==> config.mk <==
export PLATFORM = sky130hd
export DESIGN_NAME = instr_fetch_unit
export DESIGN_NICKNAME = d
export VERILOG_FILES = /design/src/rtl/fetch_pkg.sv /design/src/rtl/fetch_fifo.sv /design/src/rtl/instr_fetch_unit.sv
export SDC_FILE = /design/constraint.sdc
export NUM_CORES = 1
export LEC_CHECK = 0
export ABC_AREA = 1
export CAP_MARGIN = 0
export CORE_ASPECT_RATIO = 0.5
export CORE_MARGIN = 1.5
export CORE_UTILIZATION = 48
export CTS_BUF_LIST = sky130_fd_sc_hd__clkbuf_8 sky130_fd_sc_hd__clkbuf_16
export DETAILED_ROUTE_END_ITERATION = 16
export GPL_ROUTABILITY_DRIVEN = 0
export HOLD_SLACK_MARGIN = 0.06
export PLACE_DENSITY_LB_ADDON = 0.25
export SETUP_SLACK_MARGIN = 0.4
export SYNTH_ARGS = -nofsm -noshare
export SYNTH_HDL_FRONTEND = slang
export SYNTH_SLANG_ARGS = --single-unit
==> constraint.sdc <==
create_clock -name clk -period 4.51 [get_ports clk]
set_input_delay 1.1275 -clock clk [delete_from_list [all_inputs] [get_ports clk]]
set_output_delay 1.1275 -clock clk [all_outputs]
set_load 0.05 [all_outputs]
==> src/rtl/fetch_pkg.sv <==
// Shared types and default widths for the instruction fetch unit.
package fetch_pkg;
   localparam int ADDR_W_DEF  = 15;
   localparam int INSTR_W_DEF = 16;

   typedef enum logic [1:0] {
      REQ,
      WAIT,
      FLUSH
   } fetch_state_t;

   typedef struct packed {
      logic [ADDR_W_DEF-1:0]  addr;
      logic [INSTR_W_DEF-1:0] instr;
   } fetch_entry_t;
endpackage

==> src/rtl/fetch_fifo.sv <==
// Synchronous FIFO with flush; flush wins over push and pop.
module fetch_fifo #(
   parameter int WIDTH = 31,
   parameter int DEPTH = 4
) (
   input  logic                   clk,
   input  logic                   reset_n,
   input  logic                   flush,
   input  logic                   push,
   input  logic [WIDTH-1:0]       din,
   input  logic                   pop,
   output logic [WIDTH-1:0]       dout,
   output logic [$clog2(DEPTH):0] count,
   output logic                   empty,
   output logic                   full
);
   localparam int AW = $clog2(DEPTH);
   localparam int CW = AW + 1;

   logic [WIDTH-1:0] mem [DEPTH];
   logic [AW-1:0]    wr_ptr;
   logic [AW-1:0]    rd_ptr;
   logic             do_push;
   logic             do_pop;

   assign empty   = (count == '0);
   assign full    = (count == CW'(DEPTH));
   assign do_pop  = pop & !empty;
   assign do_push = push & (!full | do_pop);
   assign dout    = mem[rd_ptr];

   always_ff @(posedge clk) begin
      if (!reset_n || flush) begin
         wr_ptr <= '0;
         rd_ptr <= '0;
         count  <= '0;
      end else begin
         if (do_push) wr_ptr <= wr_ptr + AW'(1);
         if (do_pop)  rd_ptr <= rd_ptr + AW'(1);
         count <= count + CW'(do_push) - CW'(do_pop);
      end
   end

   always_ff @(posedge clk) begin
      if (reset_n && !flush && do_push) mem[wr_ptr] <= din;
   end
endmodule

==> src/rtl/instr_fetch_unit.sv <==
// Instruction fetch: one outstanding imem read, PC advance, fetch buffer.
module instr_fetch_unit
   import fetch_pkg::*;
#(
   parameter int ADDR_W  = ADDR_W_DEF,
   parameter int INSTR_W = INSTR_W_DEF,
   parameter int DEPTH   = 4
) (
   input  logic               clk,
   input  logic               reset_n,
   input  logic [ADDR_W-1:0]  pc_q,
   output logic [ADDR_W-1:0]  pc_d,
   output logic               pc_we,
   output logic               imem_req_valid,
   output logic [ADDR_W-1:0]  imem_req_addr,
   input  logic               imem_req_ready,
   input  logic               imem_rsp_valid,
   input  logic [INSTR_W-1:0] imem_rsp_data,
   input  logic               redirect_valid,
   input  logic [ADDR_W-1:0]  redirect_addr,
   output logic               dec_valid,
   output logic [INSTR_W-1:0] dec_instr,
   output logic [ADDR_W-1:0]  dec_pc,
   input  logic               dec_ready
);
   localparam int CW = $clog2(DEPTH) + 1;

   fetch_state_t              state;
   logic [ADDR_W-1:0]         pend_addr;
   logic                      accept;
   logic                      push;
   logic                      pop;
   logic                      empty;
   logic                      full;
   logic [CW-1:0]             count;
   logic [ADDR_W+INSTR_W-1:0] head;
   logic [ADDR_W-1:0]         head_pc;
   logic [INSTR_W-1:0]        head_instr;

   // A redirect withdraws the request so no stale address is ever accepted.
   assign imem_req_valid = reset_n && (state == REQ) &&
                           (count < CW'(DEPTH)) && !redirect_valid;
   assign imem_req_addr  = pc_q;
   assign accept         = imem_req_valid & imem_req_ready;

   assign pc_we = reset_n & (redirect_valid | accept);
   assign pc_d  = !reset_n       ? '0 :
                  redirect_valid ? redirect_addr :
                                   pc_q + ADDR_W'(1);

   assign push = (state == WAIT) && imem_rsp_valid &&
                 !redirect_valid && (!full || pop);
   assign pop  = dec_valid & dec_ready;

   fetch_fifo #(
      .WIDTH(ADDR_W + INSTR_W),
      .DEPTH(DEPTH)
   ) u_fifo (
      .clk    (clk),
      .reset_n(reset_n),
      .flush  (redirect_valid),
      .push   (push),
      .din    ({pend_addr, imem_rsp_data}),
      .pop    (pop),
      .dout   (head),
      .count  (count),
      .empty  (empty),
      .full   (full)
   );

   assign {head_pc, head_instr} = head;
   assign dec_valid = reset_n & !empty;
   assign dec_pc    = reset_n ? head_pc    : '0;
   assign dec_instr = reset_n ? head_instr : '0;

   always_ff @(posedge clk) begin
      if (!reset_n) begin
         state     <= REQ;
         pend_addr <= '0;
      end else begin
         if (accept) pend_addr <= pc_q;
         unique case (state)
            REQ:   if (accept) state <= WAIT;
            WAIT: begin
               if (imem_rsp_valid)      state <= REQ;
               else if (redirect_valid) state <= FLUSH;
            end
            FLUSH: if (imem_rsp_valid) state <= REQ;
            default: state <= REQ;
         endcase
      end
   end
endmodule

==> results.txt, run 1 <==
status - complete, no violations
post-route clock period utilization - 0.884
Iter 0 DRT Violations - 455
die height - 86.0 um
initial core utilization - 0.490
Max Cap Violations - 0
core box area - 0.0135 mm2
crit end category - output pin
reg-to-reg slack, setup - 2490 ps
clk_skew - 8.89 ps
crit-path cells - clkdlybuf4s50_1, inv_2, nand2_4, inv_4, nand4_4, a21oi_1, buf_12
number of port buffers - 115
most frequent cells in the layout - 157 x nor2_1, 124 x edfxtp_1, 71 x o21ai_0
RSZ-0062 raised after global routing - yes
largest net degree at the start of global routing - 63
Synth cell types - 33
TritonCTS clock tree - done
switch share - 0.230
Post-synth EDFFs - 124
Final nets - 804
Ant. Diodes - 0
Pwr Total - 3.13 mW
Critical R2R Launch - state[0]
Max Slew Vio Count - 0
Cell Int Power - 2.41 mW
synth warn - 0
sequential-to-total area share from yosys stat - 0.642
Avg Inst Size Synth - 10.2 um2
drt drc - 0
TritonRoute pass-1 iters - 5
vias in the first global route - 4716
commonest register cell after synthesis - edfxtp_1
metal2 WL - 6920 um
cts bufs inserted - 17
placed instance count - 902
GRT overflow - 0
capturing point of the worst reg2reg path - u_fifo.mem[3][1]
TNS Setup - 0 ps
end point of the critical path - pc_we
mapped cell area - 0.00661 mm2
Area Overhead vs Synth - 34.0%
cts hold-fix bufs - 0
commonest non-fill, non-tap cell in the layout - nor2_1
Wirelength per Cell - 15.6 um
Sink Count - 150
Overall Global Routing Usage - 0.209
power share of the clock group - 0.409
clock root buffer - clkbuf_16
post-route ant nets - 0
worst vdd ir - 0.000316 V
global-route wire length before repair - 23100 um
CP Max Fanout - 24
antenna violations before repair - 0
Clock Path Buffers - 2
worst slew pin tran - 1200 ps
share of post-route cells with drive strength above 1 - 0.141
DR top layer - met4
Die W - 169 um
Ports - 116
Yosys reg bits - 150
std cell rows - 30
FMAX - 0.251 GHz
Finish-stage setup viols - 0
Mapped Cells - 648
power per cell area - 354 mW/mm2
Seq pwr share - 0.484
Tightest Hold Check Type - flip-flop to flip-flop
met3 WL - 900 um
Critical Path RT - 3380 ps
WL met1 - 6460 um
clk_lat worst skew - 400 ps
via count - 4826
CP Data Arrival Time - 2860 ps
Crit-path slowest cell - clkdlybuf4s50_1
Logic pwr share - 0.107
relative slew slack - 0.202
max incr delay on CP - 500 ps
synthesized net count - 707
Max H-tree Level - 4
die area - 0.0145 mm2
Reg clk slew, reported paths - 60 ps
hpwl dp - 8860 um
vias per cell - 5.17
FILL cells - 1012
Detailed Route WL - 14600 um
NetSw - 0.722 mW
worst r2r path cells - 7
Crit Path Class - primary input to output pin
Static Leak - 3.31 nW
Fin. Hold Viols - 0
Synth async-reset ratio - 0
Setup crit start - redirect_valid
Non-Filler Instances - 934
crit path launch type - primary input
Final min period - 3990 ps
-- power by group through the flow --
stage	sequential [mW]	clock [mW]	combinational, mW
after floorplan	1.54	0	0.168
after global placement	1.55	0	0.334
after detailed placement	1.55	0	0.334
after CTS	1.52	1.30	0.336
after global routing	1.52	1.36	0.354
final	1.52	1.28	0.334
-- per-stage QoR --
step | util | hold slack [ps] | setup slack [ps] | area (um2)
after detailed placement | 0.616 | 481 | 439 | 8300
after CTS | 0.657 | 496 | 444 | 8850
after global routing | 0.657 | 518 | 377 | 8860
after global placement | 0.616 | 469 | 484 | 8300
final | 0.657 | 507 | 522 | 8860
after floorplan | - | 451 | 203 | 6610
-- synthesized netlist by cell type (6+ instances only) --
cell,count,area share
nand2_1,49,0.028
ha_1,6,0.011
buf_4,16,0.018
o21ai_0,71,0.054
xor2_1,7,0.0093
dfxtp_1,26,0.079
clkbuf_1,16,0.0091
buf_2,12,0.0091
inv_1,46,0.026
a21oi_1,56,0.042
o21ai_1,18,0.014
nand3_1,14,0.011
nor2_1,157,0.089
edfxtp_1,124,0.56
-- logic make-up (layout without fill, tap and decap cells) --
| group | count (synthesis) | count (layout) | synth area share |
|---|---|---|---|
| fa+ha+maj | 7 | 7 | 0.0144 |
| simple gates | 239 | 239 | 0.151 |
| buf+inv | 96 | 206 | 0.0687 |
| flops | 150 | 150 | 0.642 |
| compound gates | 148 | 148 | 0.113 |
| xor+xnor | 8 | 8 | 0.0106 |
-- critical path: cells and delay by family --
family                 cells  cell delay [ps]
AO/OA/AOI/OAI              1              240
buffers and inverters      4             1180
AND/OR/NAND/NOR            2              310
-- repair_timing --
| item | 4_1_cts | 5_1_grt |
|---|---|---|
| endpoints found under the setup margin | 0 | 6 |
| gates resized for setup | 0 | 2 |
| buffers inserted | 0 | 0 |
-- layer usage --
metal,vias to the layer above,track usage
met5,-,0
met4,0,0.0852
met3,22,0.0466
met2,156,0.346
met1,2268,0.272
li1,2380,-
-- area by class of cell --
class,instances,area (um2),share of cell area
Timing Repair Buffer,125,1720,0.194
Sequential cell,150,4250,0.479
Multi-Input combinational cell,402,1940,0.219
Clock inverter,12,72.6,0.00819
Clock buffer,20,478,0.0540
Tap cell,176,220,0.0249
Inverter,49,186,0.0210
-- flip-flops by register name, summed over array words and instances, names as in the netlist, named ones only --
register,count
state,2
u_fifo.rd_ptr,2
u_fifo.wr_ptr,2
u_fifo.mem,124
pend_addr,15
u_fifo.count,3
-- worst min-delay path by stage --
stage / end / slack, ps / depth (start not counted) / from
after global routing: u_fifo.mem[1][20] / 520 / 0 / pend_addr[4]
after floorplan: pend_addr[14] / 450 / 2 / pend_addr[14]
after detailed placement: pend_addr[2] / 480 / 2 / pend_addr[2]
after CTS: pend_addr[2] / 500 / 2 / pend_addr[2]
after global placement: pend_addr[8] / 470 / 2 / pend_addr[8]
final: pend_addr[8] / 510 / 2 / pend_addr[8]
Power figures use the tool's default switching activity.
==> run 2, diff against run 1 <==
--- a/config.mk
+++ b/config.mk
@@ -6,7 +6,6 @@
 export NUM_CORES = 1
 export LEC_CHECK = 0
 export ABC_AREA = 1
-export CAP_MARGIN = 0
 export CORE_ASPECT_RATIO = 0.5
 export CORE_MARGIN = 1.5
 export CORE_UTILIZATION = 48
==> results of run 2 <==
Same layout as run 1: the final DEF is identical, and so are final timing and power.
==> RTL change 1 (settings of run 2) <==
`INSTR_W_DEF`: 16 -> 24.
--- a/src/rtl/fetch_pkg.sv
+++ b/src/rtl/fetch_pkg.sv
@@ -1,7 +1,7 @@
 // Shared types and default widths for the instruction fetch unit.
 package fetch_pkg;
    localparam int ADDR_W_DEF  = 15;
-   localparam int INSTR_W_DEF = 16;
+   localparam int INSTR_W_DEF = 24;
 
    typedef enum logic [1:0] {
       REQ,
Interface: changed (resized dec_instr and imem_rsp_data); port bits go from 116 to 132. The function was not compared with the original's and may differ.
==> RTL change 1 against run 2 <==
- area after synthesis increased by 19%
- combinational power grew 11%
- worst setup slack worse by 0.013 ns
- total power rose by 14%
- wire length up 19%
- die area is 19% higher
- sequential cell count rose by 32
- design area grew 18%
- core utilization increased by 0.73 points
==> RTL change 1: results (changes against run 2) <==
- The top fanout value on the critical path is 6 (was 24).
- The endpoint of the most critical setup path is pc_d[6] (was pc_we).
- The routed wire length per instance came to 15.89 um (was 15.58 um).
- The post-route worst hold slack is 0.4895 ns (was 0.5070 ns).
- The first-pass GRT wire length was 27,290 um (was 23,060 um).
- Ranking of synthesized cells by instance count: 184 x sky130_fd_sc_hd__nor2_1, 156 x sky130_fd_sc_hd__edfxtp_1, 85 x sky130_fd_sc_hd__o21ai_0, 64 x sky130_fd_sc_hd__a21oi_1, 56 x sky130_fd_sc_hd__nand2_1 (was 157 x sky130_fd_sc_hd__nor2_1, 124 x sky130_fd_sc_hd__edfxtp_1, 71 x sky130_fd_sc_hd__o21ai_0, 56 x sky130_fd_sc_hd__a21oi_1, 49 x sky130_fd_sc_hd__nand2_1).
- The cell leakage power was 0.003795 uW (was 0.003310 uW).
- The via count of the first global-routing pass is 5,531 (was 4,716).
- The capture instance of the worst register-to-register path is u_fifo.mem[3][21] (was u_fifo.mem[3][1]).
- The worst supply voltage drop on vdd is 290.2 uV (was 315.8 uV).
- The hold path endpoint is pend_addr[13] (was pend_addr[8]).
- The power dissipated in sequential cells came to 1840 uW (was 1520 uW).
- The area fraction of the dominant cell type after synthesis was 59.51% (was 56.35%).
- The worst clock skew came to 0.01158 ns (was 0.008894 ns).
- The cell count after synthesis is 746 (was 648).
- The share of final-layout standard cells stronger than drive strength 1 is 13.53% (was 14.12%).
- The switching power is 829.5 uW (was 722.1 uW).
- The filler cell count in the final layout was 1,179 (was 1,012).
- The net count after synthesis came to 813 (was 707).
- The sequential share of the synthesized area came to 66.13% (was 64.23%).
- The combinational power is 370 uW (was 334 uW).
- Registers with the most flip-flops: u_fifo.mem x156, pend_addr x15, u_fifo.count x3 (was u_fifo.mem x124, pend_addr x15, u_fifo.count x3).
- Outcome: finished, final reports clean (unchanged).
- The number of port buffers is 131 (was 115).
- The pin count of the biggest net entering global routing is 79 (was 63).
- The total number of nets in the final design is 919 (was 804).
- The clock latency at the later pin of the worst-skew pair was 0.43 ns (was 0.40 ns).
RTL change 1: cell families after synthesis:
family                   after synthesis  share of synthesized area (%)
AND/OR/NAND/NOR                      273                          14.18
flip-flops                           182                          66.13
AO/OA/AOI/OAI                        171                          11.00
buffers and inverters                104                          6.486
XOR/XNOR                               9                          1.001
adder cells (fa/ha/maj)                7                          1.208
RTL change 1: cell type report:
type                       count  area (um2)  area share (%)
clock inverter                15       128.9           1.235
multi-input combinational    460        2180           20.89
tap                          221       276.5           2.651
inverter                      50       191.4           1.835
timing repair buffer         141        2019           19.36
clock buffer                  17       425.4           4.078
sequential                   182        5210           49.95
RTL change 1: metal layers:
layer | vias to the layer above | global-route usage (%) | share of wire, %
met3 | 18 | 5.841 | 6.9
met4 | 0 | 6.421 | 0.75
met2 | 181 | 35.89 | 50
li1 | 2747 | - | -
met5 | - | 0 | 0
met1 | 2668 | 26.08 | 43
==> RTL change 2 (settings of run 2) <==
Made on the original files. Re-encode `fetch_state_t` (3 states) as one-hot, 3 bits wide.
--- a/src/rtl/fetch_pkg.sv
+++ b/src/rtl/fetch_pkg.sv
@@ -3,10 +3,10 @@
    localparam int ADDR_W_DEF  = 15;
    localparam int INSTR_W_DEF = 16;
 
-   typedef enum logic [1:0] {
-      REQ,
-      WAIT,
-      FLUSH
+   typedef enum logic [2:0] {
+      REQ   = 3'b001,
+      WAIT  = 3'b010,
+      FLUSH = 3'b100
    } fetch_state_t;
 
    typedef struct packed {
Behaviour: same outputs for any inputs over 4 cycles, from zero or initial values and one cycle with reset_n low; so few cycles prove little.
==> RTL change 2 against run 2 <==
- area after synthesis is 0.66% higher
- total power grew 11%
- critical path type unchanged
- die area increased by 0.65%
- sequential cell count is 1 higher
- count of clock-buffer cells in the layout is 3 lower
- critical path depth did not move
- design area is 2.6% higher
- wire length rose by 3.9%
- worst setup slack got worse by 0.0035 ns
==> RTL change 2: results (changes against run 2) <==
- Outcome: finished, final reports clean (unchanged).
- The setup slack on the worst flop-to-flop path was 2.32 ns (was 2.49 ns).
- The synthesized-area fraction occupied by ao, oa, aoi and oai cells was 11.70% (was 11.30%).
- The startpoint of the lowest-slack hold path is u_fifo.rd_ptr[1] (was pend_addr[8]).
- The met2 layer usage reported by global route is 35.02% (was 34.56%).
- The utilization after layout came to 67.08% (was 65.73%).
- The top fanout value on the critical path was 6 (was 24).
- The proportion of total power due to net switching is 21.02% (was 23.04%).
- The endpoint of the most critical setup path is pc_d[8] (was pc_we).
- The logic gate share of total power was 9.6% (was 10.7%).
- The share of final-layout standard cells stronger than drive strength 1 was 13.82% (was 14.12%).
- The sequential share of the synthesized area is 64.11% (was 64.23%).
- The delay of the slowest cell on the worst path is 0.56 ns (was 0.50 ns).
- The launch instance of the worst register-to-register path is state[1] (was state[0]).
- The filler cell count in the final layout is 1,000 (was 1,012).
- The total routing usage reported by global routing is 21.86% (was 20.95%).
- The capture instance of the worst register-to-register path is u_fifo.mem[1][5] (was u_fifo.mem[3][1]).
- The adder-cell share of the synthesized area is 1.618% (was 1.439%).
- The routed wire length per instance is 15.65 um (was 15.58 um).
- The met3 wirelength from detailed routing is 961 um (was 900 um).
- The net count after synthesis is 722 (was 707).
- Registers with the most flip-flops: u_fifo.mem x124, pend_addr x15 (was u_fifo.mem x124, pend_addr x15, u_fifo.count x3).
- The met3 global-route usage is 4.612% (was 4.661%).
- The distinct cell type count of the synthesized netlist is 28 (was 33).
- The worst setup timing slack at the placement stage came to 0.4475 ns (was 0.4392 ns).
- The routed length on met2 is 7066 um (was 6921 um).
- The DRC marker count from the first detailed-route iteration is 260 (was 455).
- The final HPWL from detailed placement is 9156 um (was 8860 um).
-- RTL change 2: area by class of cell --
| class | instances | share of cell area (%) |
|---|---|---|
| sequential | 151 | 46.92 |
| multi-input combinational | 423 | 22.13 |
| timing repair buffer | 128 | 19.13 |
| clock buffer | 17 | 4.680 |
| clock inverter | 15 | 2.836 |
| tap | 192 | 2.643 |
| inverter | 40 | 1.652 |
-- RTL change 2: worst min-delay path: stages (launching register included) --
cell                      delay [ns]
sky130_fd_sc_hd__dfxtp_1        0.32
sky130_fd_sc_hd__inv_1          0.05
sky130_fd_sc_hd__a21oi_1        0.07
-- RTL change 2: cells by family (layout without fill, tap and decap cells) --
family | after synthesis | after routing
flops | 151 | 151
simple gates | 256 | 256
compound gates | 154 | 154
buf+inv | 88 | 200
xor+xnor | 5 | 5
fa+ha+maj | 8 | 8
-- RTL change 2: through the flow --
step,hold slack [ns],instances
after global routing,0.5052,966
after CTS,0.4894,966
after floorplan,0.4334,662
after global placement,0.4548,934
after detailed placement,0.4658,934
final,0.4857,966
